`config.mk`:
```
export PLATFORM = sky130hd
export DESIGN_NAME = comparador_palavras_sequencial
export DESIGN_NICKNAME = d
export VERILOG_FILES = /design/src/rtl/comparador_palavras_sequencial.sv
export SDC_FILE = /design/constraint.sdc
export NUM_CORES = 1
export LEC_CHECK = 0
export ABC_AREA = 1
export CAP_MARGIN = 20
export CELL_PAD_IN_SITES_DETAIL_PLACEMENT = 1
export CELL_PAD_IN_SITES_GLOBAL_PLACEMENT = 2
export CORE_UTILIZATION = 30
export CTS_CLUSTER_SIZE = 8
export DETAILED_ROUTE_END_ITERATION = 10
export GPL_TIMING_DRIVEN = 0
export HOLD_SLACK_MARGIN = 0.06
export PLACE_DENSITY = 0.84
export RECOVER_POWER = 100
export SYNTH_ARGS = -nofsm -noshare
export SYNTH_HDL_FRONTEND = slang
export SYNTH_SLANG_ARGS = --single-unit
```
`constraint.sdc`:
```
create_clock -name clk -period 2.2 [get_ports clk]
set_input_delay 0.22 -clock clk [delete_from_list [all_inputs] [get_ports clk]]
set_output_delay 0.22 -clock clk [all_outputs]
set_load 0.1 [all_outputs]
```
`src/rtl/comparador_palavras_sequencial.sv`:
```
// Sequential word comparator: one-deep valid/ready result stage plus a lock-run FSM.
// Optional passing-compare counter on port match_count when COMPARADOR_MATCH_COUNT_EN is defined.
module comparador_palavras_sequencial #(
  parameter int WIDTH      = 3,
  parameter int LOCK_COUNT = 4,
  parameter int CNT_WIDTH  = 8
) (
  input  logic             clk,
  input  logic             rst_n,
  input  logic             in_valid,
  output logic             in_ready,
  input  logic [WIDTH-1:0] a,
  input  logic [WIDTH-1:0] b,
  input  logic [1:0]       mode,
  input  logic             clear,
  output logic             out_valid,
  input  logic             out_ready,
  output logic             fi,
  output logic             eq,
  output logic             gt,
  output logic             lt,
  output logic             locked
`ifdef COMPARADOR_MATCH_COUNT_EN
  ,
  output logic [CNT_WIDTH-1:0] match_count
`endif
);

  typedef enum logic [1:0] {
    S_IDLE     = 2'd0,
    S_COUNTING = 2'd1,
    S_LOCKED   = 2'd2
  } state_t;

  state_t      r_state;
  logic [7:0]  r_run;
  logic        r_out_valid;
  logic        r_fi;
  logic        r_eq;
  logic        r_gt;
  logic        r_lt;
  logic        r_locked;

  logic        w_xfer;
  logic        w_eq;
  logic        w_gt;
  logic        w_lt;
  logic        w_pass;
  logic [8:0]  w_run_inc;

  assign in_ready  = !r_out_valid || out_ready;
  assign w_xfer    = in_valid && in_ready;
  assign w_eq      = (a == b);
  assign w_gt      = (a > b);
  assign w_lt      = (a < b);
  assign w_run_inc = {1'b0, r_run} + 9'd1;

  always_comb begin
    w_pass = 1'b0;
    case (mode)
      2'b00:   w_pass = w_eq;
      2'b01:   w_pass = w_gt;
      2'b10:   w_pass = w_lt;
      default: w_pass = !w_eq;
    endcase
  end

  // Result stage: a new transfer always overwrites, so a consumed result can be replaced in the same cycle.
  always_ff @(posedge clk or negedge rst_n) begin
    if (!rst_n) begin
      r_out_valid <= 1'b0;
      r_fi        <= 1'b0;
      r_eq        <= 1'b0;
      r_gt        <= 1'b0;
      r_lt        <= 1'b0;
    end else if (w_xfer) begin
      r_out_valid <= 1'b1;
      r_fi        <= w_pass;
      r_eq        <= w_eq;
      r_gt        <= w_gt;
      r_lt        <= w_lt;
    end else if (out_ready) begin
      r_out_valid <= 1'b0;
    end
  end

  // Lock-run FSM; clear wins over whatever the coincident transfer would have done.
  always_ff @(posedge clk or negedge rst_n) begin
    if (!rst_n) begin
      r_state  <= S_IDLE;
      r_run    <= 8'd0;
      r_locked <= 1'b0;
    end else if (clear) begin
      r_state  <= S_IDLE;
      r_run    <= 8'd0;
      r_locked <= 1'b0;
    end else if (w_xfer) begin
      if (!w_pass) begin
        r_state  <= S_IDLE;
        r_run    <= 8'd0;
        r_locked <= 1'b0;
      end else if (r_state != S_LOCKED) begin
        if (w_run_inc >= 9'(LOCK_COUNT)) begin
          r_state  <= S_LOCKED;
          r_run    <= 8'(LOCK_COUNT);
          r_locked <= 1'b1;
        end else begin
          r_state  <= S_COUNTING;
          r_run    <= w_run_inc[7:0];
          r_locked <= 1'b0;
        end
      end
    end
  end

  assign out_valid = r_out_valid;
  assign fi        = r_fi;
  assign eq        = r_eq;
  assign gt        = r_gt;
  assign lt        = r_lt;
  assign locked    = r_locked;

`ifdef COMPARADOR_MATCH_COUNT_EN
  logic [CNT_WIDTH-1:0] r_match_count;

  always_ff @(posedge clk or negedge rst_n) begin
    if (!rst_n) begin
      r_match_count <= '0;
    end else if (clear) begin
      r_match_count <= '0;
    end else if (w_xfer && w_pass && (r_match_count != {CNT_WIDTH{1'b1}})) begin
      r_match_count <= r_match_count + 1'b1;
    end
  end

  assign match_count = r_match_count;
`else
  logic w_unused_cnt_width;
  assign w_unused_cnt_width = (CNT_WIDTH > 0);
`endif

endmodule

```
Word level (Yosys, flattened, before mapping). Index checks and enable logic that the tools add are counted.

Flip-flop bits (word level): 16. Bits of input ports: 13. Word-level logic and storage cells: 43.

Add/subtract/negate cells: 1. Order comparisons: 3. Equality and inequality tests: 5. Multiplexer cells: 18. Reduce and logical (&&, ||, !) cells: 8.

Operators by type and width (number): 8-bit 2-to-1 mux (5); 2-bit 2-to-1 mux (5); 8-bit by 1-bit adder with 9-bit output (second input constant) (1); 9-bit by 3-bit greater-or-equal comparator with 1-bit output (second input constant) (1); 1-bit 2-to-1 mux (7); 2-bit nonzero test (2); 3-bit equality test (1); 3-bit greater-than comparator (1); 3-bit < comparator (1); 3-bit by 2-bit != test with 1-bit output (second input constant) (1); 1-bit case mux with 3 select lines (1); 2-bit by 1-bit equality test with 1-bit output (second input constant) (1); 2-bit equality test (second input constant) (1); 1-bit logical NOT (2); 2-bit logical NOT (1); 2-bit != test (second input constant) (1); 2-bit AND reduction (1); 1-bit logical AND (1); 1-bit logical OR (1).

Longest topological paths before layout. Gate-level depths: netlist of run 1.

Depth after elaboration: 7. Gate-level depth with buffers: 13. Depth with buffers taken out: 13.

Worst setup path before layout of run 1. No wires, ideal clock.

Kind: reg2reg. From: reg r_out_valid, in the netlist out_valid. To: reg r_state[1]. Arrival: 2570 ps. Data required time: 2072 ps. Path slack: -498 ps. Cell stages (with the launch flop): 8. Period minus slack after synthesis: 2698 ps. Cells stage by stage: dfrtp_1 -> nand2_1 -> nand2_2 -> o21ai_0 -> inv_1 -> nand2_4 -> nand3_1 -> o21ai_0.

Word-level cells in the longest chain between the ends: 5.

RTL lines: from (decl) (line 37) `logic r_out_valid;`; from (signal assigned) (line 71) `r_out_valid <= 1'b0;`; from (signal assigned) (line 77) `r_out_valid <= 1'b1;`; from (signal assigned) (line 83) `r_out_valid <= 1'b0;`; 1-bit logical NOT (line 51) `assign in_ready = !r_out_valid || out_ready;`; 1-bit logical OR (line 51); net in_ready (line 11) `output logic in_ready,`; 1-bit logical AND (line 52) `assign w_xfer = in_valid && in_ready;`; 2-bit nonzero test (no line); 2-bit AND reduction (no line); to (signal assigned) (line 90) `r_state <= S_IDLE;`; to (signal assigned) (line 94) `r_state <= S_IDLE;`; to (signal assigned) (line 99) `r_state <= S_IDLE;`; to (decl) (line 35) `state_t r_state;`.

The timed path passes the listed nets, and every way through them passes these cells. A chain may end at the register's enable or synchronous reset.

Worst setup path after layout of run 1.
From: in out_ready. To: out in_ready.

Word-level cells in the longest chain between the ends: 1.

RTL lines: from (decl) (line 17) `input logic out_ready,`; 1-bit logical OR (line 51); to (decl) (line 11).

Every way passes these cells.

==> flow_summary.json, run 1 <==
{
  "seq_area_frac_synth_pct": 40.5,
  "synth_nets": 140,
  "grt_max_degree": 16,
  "ant_nets": 0,
  "drc": 0,
  "clk_latency_ps": 280,
  "setup_ws_ps": 65.3,
  "grtUsageMet1_pct": 17.6,
  "antenna_found_initial": 0,
  "cp_cell_sequence": "clkdlybuf4s50_1, inv_1, nand2_2, clkdlybuf4s50_1",
  "io_pins": 20,
  "die_area_um2": 3320,
  "power_leakage_nw": 0.613,
  "ys_warn_count": 0,
  "grt_usage_pct": 13.6,
  "chipHeight_um": 57.6,
  "rrSetupSlack_ps": 530,
  "core_area_um2": 2850,
  "synthCells": 122,
  "yosysMostFrequentCell": "nand2_1",
  "rows": 19,
  "fin_area_um2": 1180,
  "cp-start-kind": "input port",
  "rsz0062_at_grt": "false",
  "r2r_cells": 10,
  "cts-root-buf": "clkbuf_4",
  "syn_avg_cell_area_um2": 7.60,
  "clkSinkCount": 15,
  "area_delta_synth_final_pct": 27.4,
  "hpwl_mm": 1.57,
  "drt_pre_antenna_iters": 4,
  "synthDistinctLibCells": 19,
  "first_global_vias": 813,
  "fin_crit_sh_pct": 97.0,
  "required_ps": 1980,
  "layout.nets": 164,
  "regArea_um2": 377,
  "min_period_ps": 2130,
  "grt_use_met2_pct": 22.8,
  "status": "finished, final reports clean",
  "wirelength_mm": 1.87,
  "slowest_stage": "clkdlybuf4s50_1",
  "top_usage_layer": "met2",
  "initial_core_util_pct": 32.5,
  "hold_path.class": "input port to async pin",
  "synthTopCellsByArea": "dfrtp_1, nand2_1, nand3_1, inv_1, ha_1",
  "ir_worst_vdd_v": 0.000237,
  "powerDensity_nw_per_um2": 605,
  "yosysTopAreaCell": "dfrtp_1",
  "drtIter0Drc": 17,
  "synth_common_cells": "nand2_1, inv_1, nand3_1",
  "numPortBuffers": 19,
  "wl_per_cell_um": 10.6,
  "tns_ps": 0,
  "cts-resized-gates": 0,
  "rr_startpoint": "r_run[0]",
  "crit_top_cell": "clkdlybuf4s50_1",
  "crit_path_end_kind": "primary output",
  "dp_slack_ps": 48.6,
  "die_w_um": 57.6,
  "fin_hold_ws_ps": 408,
  "fin_worst_skew_ps": 7.32,
  "cts.reportedPaths.clkPinSlew_ps": 80,
  "fillers": 356,
  "placedInstanceArea_um2": 1160,
  "cts_buffers": 3,
  "synth_top_area_share_pct": 40.5,
  "vias": 823,
  "drive_gt1_share_pct": 11.0,
  "drv_cap": 0,
  "drv_slew": 0,
  "cts_tree": "yes",
  "cts_buffer_depth": 2,
  "cts.htree.levels": 1,
  "ys_ff_latch": 15,
  "max-slew-margin-rel_pct": 34.5,
  "r2r-end": "r_state[1]",
  "cp_max_fo": 3,
  "layoutNonFillerInstCount": 176,
  "overflow": 0,
  "max_freq_mhz": 468,
  "critical_path_class": "input port to primary output",
  "use_met3_pct": 2.27,
  "via_per_inst": 4.68,
  "setup_viol": 0,
  "synth_ff_type": "dfrtp_1",
  "multi_input_area_um2": 459,
  "synth_edf_count": 0,
  "post_cts_buffers": 0,
  "diodes": 0,
  "worstPathArrival_ps": 1910,
  "synthArstFlopShare_pct": 100,
  "hold_viol": 0,
  "grt_pass1_wl_mm": 3.46,
  "place_congestion": 0.710,
  "post-place-cells": 172,
  "cts-hold-fix-buffers": 0,
  "tightest_slew_ps": 980,
  "synthesis.area_um2": 927,
  "crit_path_max_incr_delay_ps": 1130
}
worst max-delay path, delay by kind of cell:
family | cells | cell delay (ps)
buffers and inverters | 3 | 1620
and+or+nand+nor | 1 | 60
cells by family (layout without fill, tap and decap cells):
family / after synthesis / count (layout) / synth area share [%]
simple gates: 72 / 72 / 38.2
buf+inv: 22 / 45 / 9.72
flops: 15 / 15 / 40.5
compound gates: 8 / 8 / 4.86
fa+ha+maj: 5 / 5 / 6.75
report_power, final:
group	leakage [nW]	internal (mW)	switching, mW
clock	0.0150	0.0703	0.0766
sequential	0.198	0.297	0.0194
combinational	0.401	0.0661	0.184
registers in the layout, indices dropped and copies added (netlist names):
name       cells
r_run          8
eq             1
r_state        2
out_valid      1
lt             1
gt             1
fi             1
routing by layer:
metal	wire length, um	vias up	share of wire [%]
li1	-	433	-
met1	878	376	47
met2	916	10	49
met3	42	4	2.2
met4	34	0	1.8
met5	0	-	0
stage by stage:
stage	total power [mW]	utilization, %
2_1_floorplan	0.504	-
3_3_place_gp	0.581	40.7
3_5_place_dp	0.585	40.7
4_1_cts	0.739	41.6
5_1_grt	0.755	41.4
6_report	0.714	41.4
layout make-up:
cell class	instances	share of cell area, %
multi-input combinational	85	38.9
sequential	15	31.9
timing repair buffer	19	16.1
inverter	21	6.67
tap	31	3.28
clock buffer	4	2.22
buffer	1	0.953
placed cells by master (no fill, tap or decap), types with 5 or more instances in the layout:
cell type        count
clkdlybuf4s50_1     11
ha_1                 5
nor2_1              10
nand3_1             17
inv_1               20
o21ai_0              5
nand2_1             33
dlygate4sd3_1        8
dfrtp_1             14
worst max-delay path by stage:
stage          startpoint         end  slack [ps]
2_1_floorplan   out_valid  r_state[1]         210
3_5_place_dp    out_ready    in_ready          50
6_report        out_ready    in_ready          70
3_3_place_gp    out_ready    in_ready          60
5_1_grt         out_ready    in_ready          10
4_1_cts         out_ready    in_ready          50
Note: power is estimated with default switching activity, not from simulation.
==> inputs of run 2 (changes only) <==
SLEW_MARGIN = 30   (was default)
==> results of run 2 <==
Final layout, timing and power as in run 1 (identical DEF).
==> inputs of run 3 (changes only) <==
==> constraint.sdc (replaced) <==
create_clock -name clk -period 2.2 [get_ports clk]
set_input_delay 0.44 -clock clk [delete_from_list [all_inputs] [get_ports clk]]
set_output_delay 0.44 -clock clk [all_outputs]
set_load 0.1 [all_outputs]
==> run 3 against run 2 <==
Critical path depth up 8. Setup slack improved by 95 ps. Power is 1.8% lower.
==> flow_summary.json, run 3 (synthesized netlist as in run 1, its figures left out) <==
{
  "wirelength_mm": 1.85,
  "cp_max_fo": 10,
  "layout.nets": 164,
  "fillers": 363,
  "overflow": 0,
  "rrSetupSlack_ps": 530,
  "tightest_slew_ps": 1160,
  "initial_core_util_pct": 32.5,
  "ir_worst_vdd_v": 0.000237,
  "drc": 0,
  "antenna_found_initial": 0,
  "layoutNonFillerInstCount": 176,
  "drt_pre_antenna_iters": 4,
  "cts-hold-fix-buffers": 0,
  "top_register": "r_run",
  "cts_buffer_depth": 2,
  "worstPathArrival_ps": 2230,
  "die_area_um2": 3320,
  "hold_path.class": "flop to flop",
  "setup_ws_ps": 160,
  "critical_path_class": "input port to flop",
  "post-place-cells": 172,
  "required_ps": 2390,
  "cts-resized-gates": 9,
  "wl_per_cell_um": 10.5,
  "hold_viol": 0,
  "fin_hold_ws_ps": 487,
  "finalPower_mw": 0.701,
  "cp-start-kind": "input port",
  "cts_tree": "yes",
  "rsz0062_at_grt": "false",
  "powerDensity_nw_per_um2": 613,
  "reg_top3": "r_run (8), r_state (2)",
  "max_freq_mhz": 490,
  "ant_nets": 0,
  "place_congestion": 0.710,
  "cts_buffers": 3,
  "multi_input_area_um2": 459,
  "power_leakage_nw": 0.591,
  "diodes": 0,
  "cts.htree.levels": 1,
  "tns_ps": 0,
  "grt_usage_pct": 13.6,
  "setup_viol": 0,
  "min_period_ps": 2040,
  "via_per_inst": 4.67,
  "cts-root-buf": "clkbuf_4",
  "area_delta_synth_final_pct": 23.5,
  "drive_gt1_share_pct": 11.7,
  "fin_crit_sh_pct": 92.7,
  "numPortBuffers": 19,
  "regArea_um2": 377,
  "io_pins": 20,
  "first_global_vias": 798,
  "status": "finished, final reports clean",
  "layout_commonest_cell": "nand2_1",
  "max-slew-margin-rel_pct": 22.7,
  "post_cts_buffers": 0,
  "clkSinkCount": 15,
  "rows": 19,
  "grt_pass1_wl_mm": 3.44,
  "clk_latency_ps": 270,
  "core_area_um2": 2850,
  "die_w_um": 57.6,
  "largest_reg_flops": 8,
  "cts.reportedPaths.clkPinSlew_ps": 80,
  "crit_path_end_kind": "flop",
  "chipHeight_um": 57.6,
  "vias": 822,
  "grt_max_degree": 16,
  "drv_slew": 0,
  "hpwl_mm": 1.57,
  "layout_common_cells": "nand2_1, inv_1, nand3_1",
  "fin_worst_skew_ps": 6.47,
  "drv_cap": 0,
  "drtIter0Drc": 15,
  "dp_slack_ps": -391
}
-- run 3: per-stage QoR --
| step | utilization [%] | instance area [um^2] |
|---|---|---|
| final | 40.1 | 1140 |
| after global routing | 40.1 | 1140 |
| after CTS | 41.4 | 1180 |
| after detailed placement | 40.7 | 1160 |
| after global placement | 40.7 | 1160 |
| after floorplan | - | 931 |
-- run 3: path summary, 6_finish.rpt --
kind / from / end / depth (start not counted)
max in group asynchronous: rst_n / out_valid / 1
worst max register to register: r_run[0] / r_state[1] / 10
worst max-delay path: b[2] / r_state[1] / 12
worst min register to register: eq / eq / 2
worst min-delay path: eq / eq / 2
min in group asynchronous: rst_n / r_state[0] / 1
-- run 3: area by class of cell --
class,count,share of cell area [%]
buffer,1,0.984
clock buffer,4,2.30
inverter,21,6.89
multi-input combinational,85,40.1
sequential,15,32.9
tap,31,3.39
timing repair buffer,19,13.4
-- run 3: power breakdown --
| group | switching, mW | internal (mW) | total (mW) |
|---|---|---|---|
| sequential | 0.0197 | 0.297 | 0.317 |
| combinational | 0.184 | 0.0534 | 0.238 |
| clock | 0.0764 | 0.0702 | 0.147 |
| total | 0.280 | 0.421 | 0.701 |
-- run 3: layer usage --
layer / vias up / share of wire, % / wire length, um / global-route usage [%]
li1: 433 / - / - / -
met3: 4 / 2.0 / 38 / 2.27
met2: 10 / 49 / 917 / 22.9
met1: 375 / 47 / 864 / 17.3
met5: - / 0 / 0 / 0
met4: 0 / 1.8 / 34 / 5.23
-- run 3: critical path, stage by stage --
cell and delay [ps]:
clkdlybuf4s50_1 450, inv_1 40, ha_1 300, a21oi_1 180, nand2_1 130, nand2_1 80
nand3_1 80, nand2_1 90, nand2_2 110, nand2_4 140, nand3_1 100, o21ai_0 90
